===== src/rtl/pipeline_hazard_ctrl_pkg.sv =====
// Shared types for the rv32i pipeline control path.
//   rv32i_opcode    : base opcode field encodings
//   pcmux_sel_t     : next-PC source select
//   hazctl_state_t  : hazard controller fetch-tracking state
//   redirect_sel()  : maps a redirecting EX opcode to its next-PC source
package pipeline_hazard_ctrl_pkg;

  typedef enum logic [6:0] {
    op_lui   = 7'b0110111,
    op_auipc = 7'b0010111,
    op_jal   = 7'b1101111,
    op_jalr  = 7'b1100111,
    op_br    = 7'b1100011,
    op_load  = 7'b0000011,
    op_store = 7'b0100011,
    op_imm   = 7'b0010011,
    op_reg   = 7'b0110011,
    op_csr   = 7'b1110011
  } rv32i_opcode;

  typedef enum logic [1:0] {
    pc_plus4 = 2'b00,
    alu_out  = 2'b01,
    alu_mod2 = 2'b10
  } pcmux_sel_t;

  typedef enum logic {
    RUN    = 1'b0,
    SQUASH = 1'b1
  } hazctl_state_t;

  localparam int NUM_PERF      = 3;
  localparam int PERF_STALL    = 0;
  localparam int PERF_REDIRECT = 1;
  localparam int PERF_SQUASH   = 2;

  // jalr targets need bit 0 cleared, hence the separate mod2 path.
  function automatic pcmux_sel_t redirect_sel(rv32i_opcode op);
    case (op)
      op_jal:  return alu_out;
      op_jalr: return alu_mod2;
      op_br:   return alu_out;
      default: return pc_plus4;
    endcase
  endfunction

endpackage


===== src/rtl/pipeline_hazard_ctrl_perf_counter.sv =====
// Saturating event counter.
//   clk, rst_n : clock, async active-low reset
//   clr        : synchronous clear, wins over inc
//   inc        : count one event this cycle
//   cnt        : current count, sticks at all-ones
module perf_counter #(
  parameter int CNT_W = 32
) (
  input  logic             clk,
  input  logic             rst_n,
  input  logic             clr,
  input  logic             inc,
  output logic [CNT_W-1:0] cnt
);

  always_ff @(posedge clk or negedge rst_n) begin
    if (!rst_n)                cnt <= '0;
    else if (clr)              cnt <= '0;
    else if (inc && cnt != '1) cnt <= cnt + CNT_W'(1);
  end

endmodule


===== src/rtl/pipeline_hazard_ctrl.sv =====
// Stall/flush controller for the 5-stage rv32i pipeline.
//   imem_resp, dmem_resp, mem_req   : memory handshake status
//   ex_opcode, br_en                : EX control-transfer info
//   ex_/mem_regwrite, ex_/mem_rd    : producers in EX and MEM
//   id_rs1/2, id_use_rs1/2          : consumer in ID
//   perf_clr                        : clear performance counters
//   pc_en, pcmux_sel                : PC load and source
//   *_en, *_flush                   : pipeline register enables / bubble loads
//   stall_cnt, redirect_cnt, squash_cnt : saturating event counters
// Control outputs are combinational; only the squash state and counters are
// registered.
module pipeline_hazard_ctrl
  import pipeline_hazard_ctrl_pkg::*;
#(
  parameter int FORWARD_EN = 1,
  parameter int CNT_W      = 32,
  parameter int REG_W      = 5
) (
  input  logic             clk,
  input  logic             rst_n,
  input  logic             imem_resp,
  input  logic             dmem_resp,
  input  logic             mem_req,
  input  rv32i_opcode      ex_opcode,
  input  logic             br_en,
  input  logic             ex_regwrite,
  input  logic [REG_W-1:0] ex_rd,
  input  logic             mem_regwrite,
  input  logic [REG_W-1:0] mem_rd,
  input  logic [REG_W-1:0] id_rs1,
  input  logic [REG_W-1:0] id_rs2,
  input  logic             id_use_rs1,
  input  logic             id_use_rs2,
  input  logic             perf_clr,
  output logic             pc_en,
  output pcmux_sel_t       pcmux_sel,
  output logic             IFID_en,
  output logic             IDEX_en,
  output logic             EXMEM_en,
  output logic             MEMWB_en,
  output logic             IFID_flush,
  output logic             IDEX_flush,
  output logic [CNT_W-1:0] stall_cnt,
  output logic [CNT_W-1:0] redirect_cnt,
  output logic [CNT_W-1:0] squash_cnt
);

  hazctl_state_t state, state_nxt;
  logic [NUM_PERF-1:0]            perf_inc;
  logic [NUM_PERF-1:0][CNT_W-1:0] perf_cnt;

  // x0 never carries a dependency.
  function automatic logic id_reads(logic [REG_W-1:0] rd);
    return (rd != '0) && ((id_use_rs1 && id_rs1 == rd) || (id_use_rs2 && id_rs2 == rd));
  endfunction

  logic mem_stall, redirect, load_use, raw_any, data_haz;

  assign mem_stall = mem_req & ~dmem_resp;
  assign redirect  = (ex_opcode == op_jal) | (ex_opcode == op_jalr) |
                     ((ex_opcode == op_br) & br_en);
  assign load_use  = (ex_opcode == op_load) & ex_regwrite & id_reads(ex_rd);
  assign raw_any   = (ex_regwrite & id_reads(ex_rd)) | (mem_regwrite & id_reads(mem_rd));
  assign data_haz  = (FORWARD_EN != 0) ? load_use : raw_any;

  always_comb begin
    pc_en      = 1'b0;
    pcmux_sel  = pc_plus4;
    IFID_en    = 1'b0;
    IDEX_en    = 1'b0;
    EXMEM_en   = 1'b0;
    MEMWB_en   = 1'b0;
    IFID_flush = 1'b0;
    IDEX_flush = 1'b0;
    perf_inc   = '0;
    state_nxt  = state;
    if (!rst_n) begin
      state_nxt = RUN;
    end else if (mem_stall) begin
      // Whole pipe frozen; a pending redirect in EX is re-seen next cycle.
      perf_inc[PERF_STALL] = 1'b1;
    end else if (redirect) begin
      pc_en      = 1'b1;
      pcmux_sel  = redirect_sel(ex_opcode);
      {IFID_en, IDEX_en, EXMEM_en, MEMWB_en} = '1;
      IFID_flush = 1'b1;
      IDEX_flush = 1'b1;
      perf_inc[PERF_REDIRECT] = 1'b1;
      // The fetch issued before the redirect is still in flight: drop it later.
      // Already in SQUASH means that one response is still owed; stay.
      if (state == RUN && !imem_resp) state_nxt = SQUASH;
    end else if (state == SQUASH) begin
      {IFID_en, IDEX_en, EXMEM_en, MEMWB_en} = '1;
      IFID_flush = 1'b1;
      if (imem_resp) begin
        perf_inc[PERF_SQUASH] = 1'b1;
        state_nxt = RUN;
      end
    end else if (data_haz) begin
      // Hold PC and ID, push a bubble into EX.
      {IDEX_en, EXMEM_en, MEMWB_en} = '1;
      IDEX_flush = 1'b1;
      perf_inc[PERF_STALL] = 1'b1;
    end else if (!imem_resp) begin
      {IFID_en, IDEX_en, EXMEM_en, MEMWB_en} = '1;
      IFID_flush = 1'b1;
    end else begin
      pc_en = 1'b1;
      {IFID_en, IDEX_en, EXMEM_en, MEMWB_en} = '1;
    end
  end

  always_ff @(posedge clk or negedge rst_n) begin
    if (!rst_n) state <= RUN;
    else        state <= state_nxt;
  end

  for (genvar g = 0; g < NUM_PERF; g++) begin : g_perf
    perf_counter #(.CNT_W(CNT_W)) u_cnt (
      .clk   (clk),
      .rst_n (rst_n),
      .clr   (perf_clr),
      .inc   (perf_inc[g]),
      .cnt   (perf_cnt[g])
    );
  end

  assign stall_cnt    = perf_cnt[PERF_STALL];
  assign redirect_cnt = perf_cnt[PERF_REDIRECT];
  assign squash_cnt   = perf_cnt[PERF_SQUASH];

endmodule

===== config.mk =====
export PLATFORM = sky130hd
export DESIGN_NAME = pipeline_hazard_ctrl
export DESIGN_NICKNAME = d
export VERILOG_FILES = /design/src/rtl/pipeline_hazard_ctrl_pkg.sv /design/src/rtl/pipeline_hazard_ctrl_perf_counter.sv /design/src/rtl/pipeline_hazard_ctrl.sv
export SDC_FILE = /design/constraint.sdc
export NUM_CORES = 1
export LEC_CHECK = 0
export CAP_MARGIN = 20
export CORE_UTILIZATION = 46
export CTS_CLUSTER_DIAMETER = 150
export CTS_CLUSTER_SIZE = 12
export DETAILED_ROUTE_END_ITERATION = 8
export MAX_ROUTING_LAYER = met4
export PLACE_DENSITY = 0.77
export SKIP_LAST_GASP = 1
export SLEW_MARGIN = 10
export SYNTH_ARGS = -nofsm -noshare
export SYNTH_HDL_FRONTEND = slang
export SYNTH_SLANG_ARGS = --single-unit

===== constraint.sdc =====
create_clock -name clk -period 5.49 [get_ports clk]
set_clock_uncertainty 0.15 [all_clocks]
set_input_delay 0.8235 -clock clk [delete_from_list [all_inputs] [get_ports clk]]
set_output_delay 0.8235 -clock clk [all_outputs]
set_load 0.01 [all_outputs]

==> run summary <==
The flow ran to the end, and the final reports show no timing, DRC or antenna violations. Once the clock tree was built, the resizer swapped 0 gates to a different size. The initial antenna violation count came out at 0. Counting tap cells, the placed design contains a total of 843 instances.

The sum of routed wire length over all layers is 13.1 mm. The cell with the most instances after synthesis is nor2_1. The count of routing violations after the opening detailed-route iteration came out at 250. Before CTS, the worst setup slack after placement is 1.22 ns.

The number of enable flip-flop cells after synthesis is 0. Yosys attributes the largest share of cell area to dfrtp_1 46%, xnor2_1 8.4%, xor2_1 7.2%. The number of global-route vias before repair came to 4,414. The horizontal die dimension is 110 µm. The worst setup path is launched from an input pin. The filler-free cell count of the finished design came out at 859. The I/O pin total came out at 143. The stage delay of the slowest cell on the critical path is 0.55 ns.

The average instance in the mapped netlist occupies 9.11 µm². The worst hold slack after final layout is 0.195 ns. The sum of overflow across all layers after global routing came out at 0. For flop-to-flop paths, the worst setup slack is 2.35 ns. The number of sinks on the clock net came out at 97. The area of the die came out at 12,000 µm². The hold buffer count at CTS is 0. The accumulated negative setup slack is 0 ns. The count of H-tree levels built during CTS is 3.

Grouping stages by cell kind, the critical path spends the most delay in simple AND/OR/NAND/NOR gates. By instance count, the cell type seen most on the critical path is clkdlybuf4s50_1. The sum of net half-perimeters after detailed placement is 9.31 mm. Sorting the synthesized cells by how often they occur yields 102 x nor2_1, 97 x dfrtp_1, 52 x nand2_1. The core region area is 11,000 µm². The register bit count reported by yosys came out at 97. The final core utilization is 0.642. The final count of hold timing violations came out at 0. The clock period minus final worst setup slack came out at 4.26 ns. The overall power of the completed layout came out at 1.37 mW. The slew at the pin with the worst max-slew slack is 0.938 ns. The reg-to-reg critical path startpoint is g_perf[1].u_cnt.cnt[0]. The placer's final routability congestion estimate came out at 0.895. The net count of the finished layout is 756. The floorplan die height is 110 µm. The fraction of the cycle the final worst path needs came out at 0.775. The cell area that synthesis handed to floorplanning was 5320 µm². The number of buffer cells added on primary ports is 136.

The initial utilization of the core area, before any placement, comes to 0.482. The smallest setup slack after layout came out at 1.23 ns. The total global routing track utilization is 0.230. The post-route cell area came out at 7090 µm². The power density over the cells is 193 nW/µm². The via-per-instance ratio is 5.47. STA classifies the critical path endpoint as an output pin. The combined buffer and inverter count along the critical path came out at 2. TritonCTS built the clock tree.

The first global-routing pass estimated 21.3 mm of wire. The most used flip-flop cell after synthesis is dfrtp_1. The Yosys step of the flow raised 0 warnings. The cell with the largest stage delay on the worst path is or4b_1. The clock-pin slew on the worst setup and hold paths is 0.06 ns. The share of final-layout standard cells stronger than drive strength 1 is 0.0473. Clock latency on the worst-skew pair, taken at its later pin, is 0.33 ns. The signal on the critical path passes through clkdlybuf4s50_1, or4b_1, nor4b_2, nand2_1, or2_2, a21oi_1, clkdlybuf4s50_1.

The share of flip-flops with an asynchronous set or reset after synthesis came out at 1.00. The worst supply voltage drop on vdd is 137 µV. In this run the critical register-to-register path is captured at g_perf[1].u_cnt.cnt[10]. The static leakage is 2.74 nW.

The cell count after synthesis is 584. Setup repair after global routing left no endpoint under its margin. The critical path start-end classification is in -> out. The detailed-route via count came out at 4,703. The remaining number of nets flagged by the antenna check after routing is 0. The number of design rule violations left after detail routing is 0. The critical path crosses 7 cells after its start point.

The number of standard-cell rows in the floorplan came out at 38. Synthesis produced a netlist with a net count of 625. The data arrival time at the worst-slack endpoint came out at 3.28 ns.

The share of Yosys cell area claimed by the top area cell type is 0.456. The number of maximum-capacitance violations is 0. The longest clock path from root to sink contains 2 buffers. The number of detailed-routing iterations run before antenna repair came out at 5. The data required time of the critical path came out at 4.52 ns. The largest net degree at the start of global routing came out at 88. 0 antenna diodes ended up in the layout.

After detailed placement, the total cell area comes to 6800 µm². The worst hold path belongs to the class in -> async. The root buffer cell is clkbuf_16. In this run the worst path has a maximum fanout of 4.

From synthesis to final layout, the design area changed by 33.2%. The number of buffers inserted to repair setup after CTS came out at 0. The fraction of the yosys area taken by sequential cells is 0.456. Measured in cells, the most critical reg-to-reg path has a length of 8. The max-slew violation total from the final report came out at 0. The number of buffers inserted during clock tree synthesis is 9. The worst pin sits at a relative slew slack of 0.374. The post-detailed-route wirelength per cell came out at 15.3 µm. The count of different cell masters after synthesis came out at 48. The achievable clock frequency is 235 MHz.

The final setup violation count came out at 0. The biggest area contributor in the post-synthesis netlist is dfrtp_1.
-- cells in the final DEF (no fill, tap or decap), drive strengths merged, types with 2 or more instances in the layout --
master,count
nand3,28
nand4,29
and2,7
a211oi,2
or3,10
dfrtp,97
xor2,44
clkdlybuf4s50,134
nor2,102
and4,15
mux2i,3
nand3b,2
nand2,52
nor4b,3
nor3,26
or4,2
or2,4
o21ai,12
inv,5
clkbuf,13
and3,16
nor2b,5
buf,7
ha,3
nor3b,5
xnor2,51
nor4,13
a21oi,13
nand2b,3
clkinvlp,2
-- registers in the layout, summed over array words and instances (netlist names) --
signal            cells
g_perf.u_cnt.cnt     96
state                 1
-- cell type report --
type	count	area (µm²)
timing repair buffer	141	1400
clock buffer	13	250
fill	944	3950
tap	140	175
clock inverter	2	15.0
inverter	5	18.8
sequential	97	2430
multi-input combinational	461	2800
-- per-layer routing --
metal / global-route usage / up-vias / wire length [µm]
met3: 0.0456 / 6 / 718
met2: 0.365 / 123 / 6350
li1: - / 2274 / -
met4: 0.0505 / 0 / 76
met1: 0.306 / 2300 / 5990
met5: - / - / 0
-- where the power goes --
group	internal, mW	switching, mW	total, mW
sequential	0.715	0.000802	0.716
combinational	0.0375	0.0465	0.0840
clock	0.318	0.251	0.569
total	1.07	0.298	1.37
-- worst max-delay path by stage --
stage | from | to | slack [ns]
global placement | ex_opcode[3] | IDEX_flush | 1.21
CTS | ex_opcode[3] | IDEX_flush | 1.22
global route | ex_opcode[3] | IDEX_flush | 1.10
finish | ex_opcode[3] | IDEX_flush | 1.23
detailed placement | ex_opcode[3] | IDEX_flush | 1.22
floorplan | ex_opcode[3] | IDEX_flush | 2.27
-- cell families after synthesis --
logic type,after synthesis,synth area share
AOI/OAI and AO/OA,34,0.0379
xor gates and xnor gates,95,0.156
adders and majority gates,3,0.00705
buffers and inverters,26,0.0200
DFF,97,0.456
muxes,3,0.00564
and+or+nand+nor,326,0.317
-- worst register-to-register path, delay by kind of cell, from the launching register on --
family | cells | cell delay, ns
XOR/XNOR | 1 | 0.17
flip-flops | 1 | 0.43
buffers and inverters | 1 | 0.06
adder cells (fa/ha/maj) | 1 | 0.30
AND/OR/NAND/NOR | 5 | 1.88
Power figures use the tool's default switching activity.
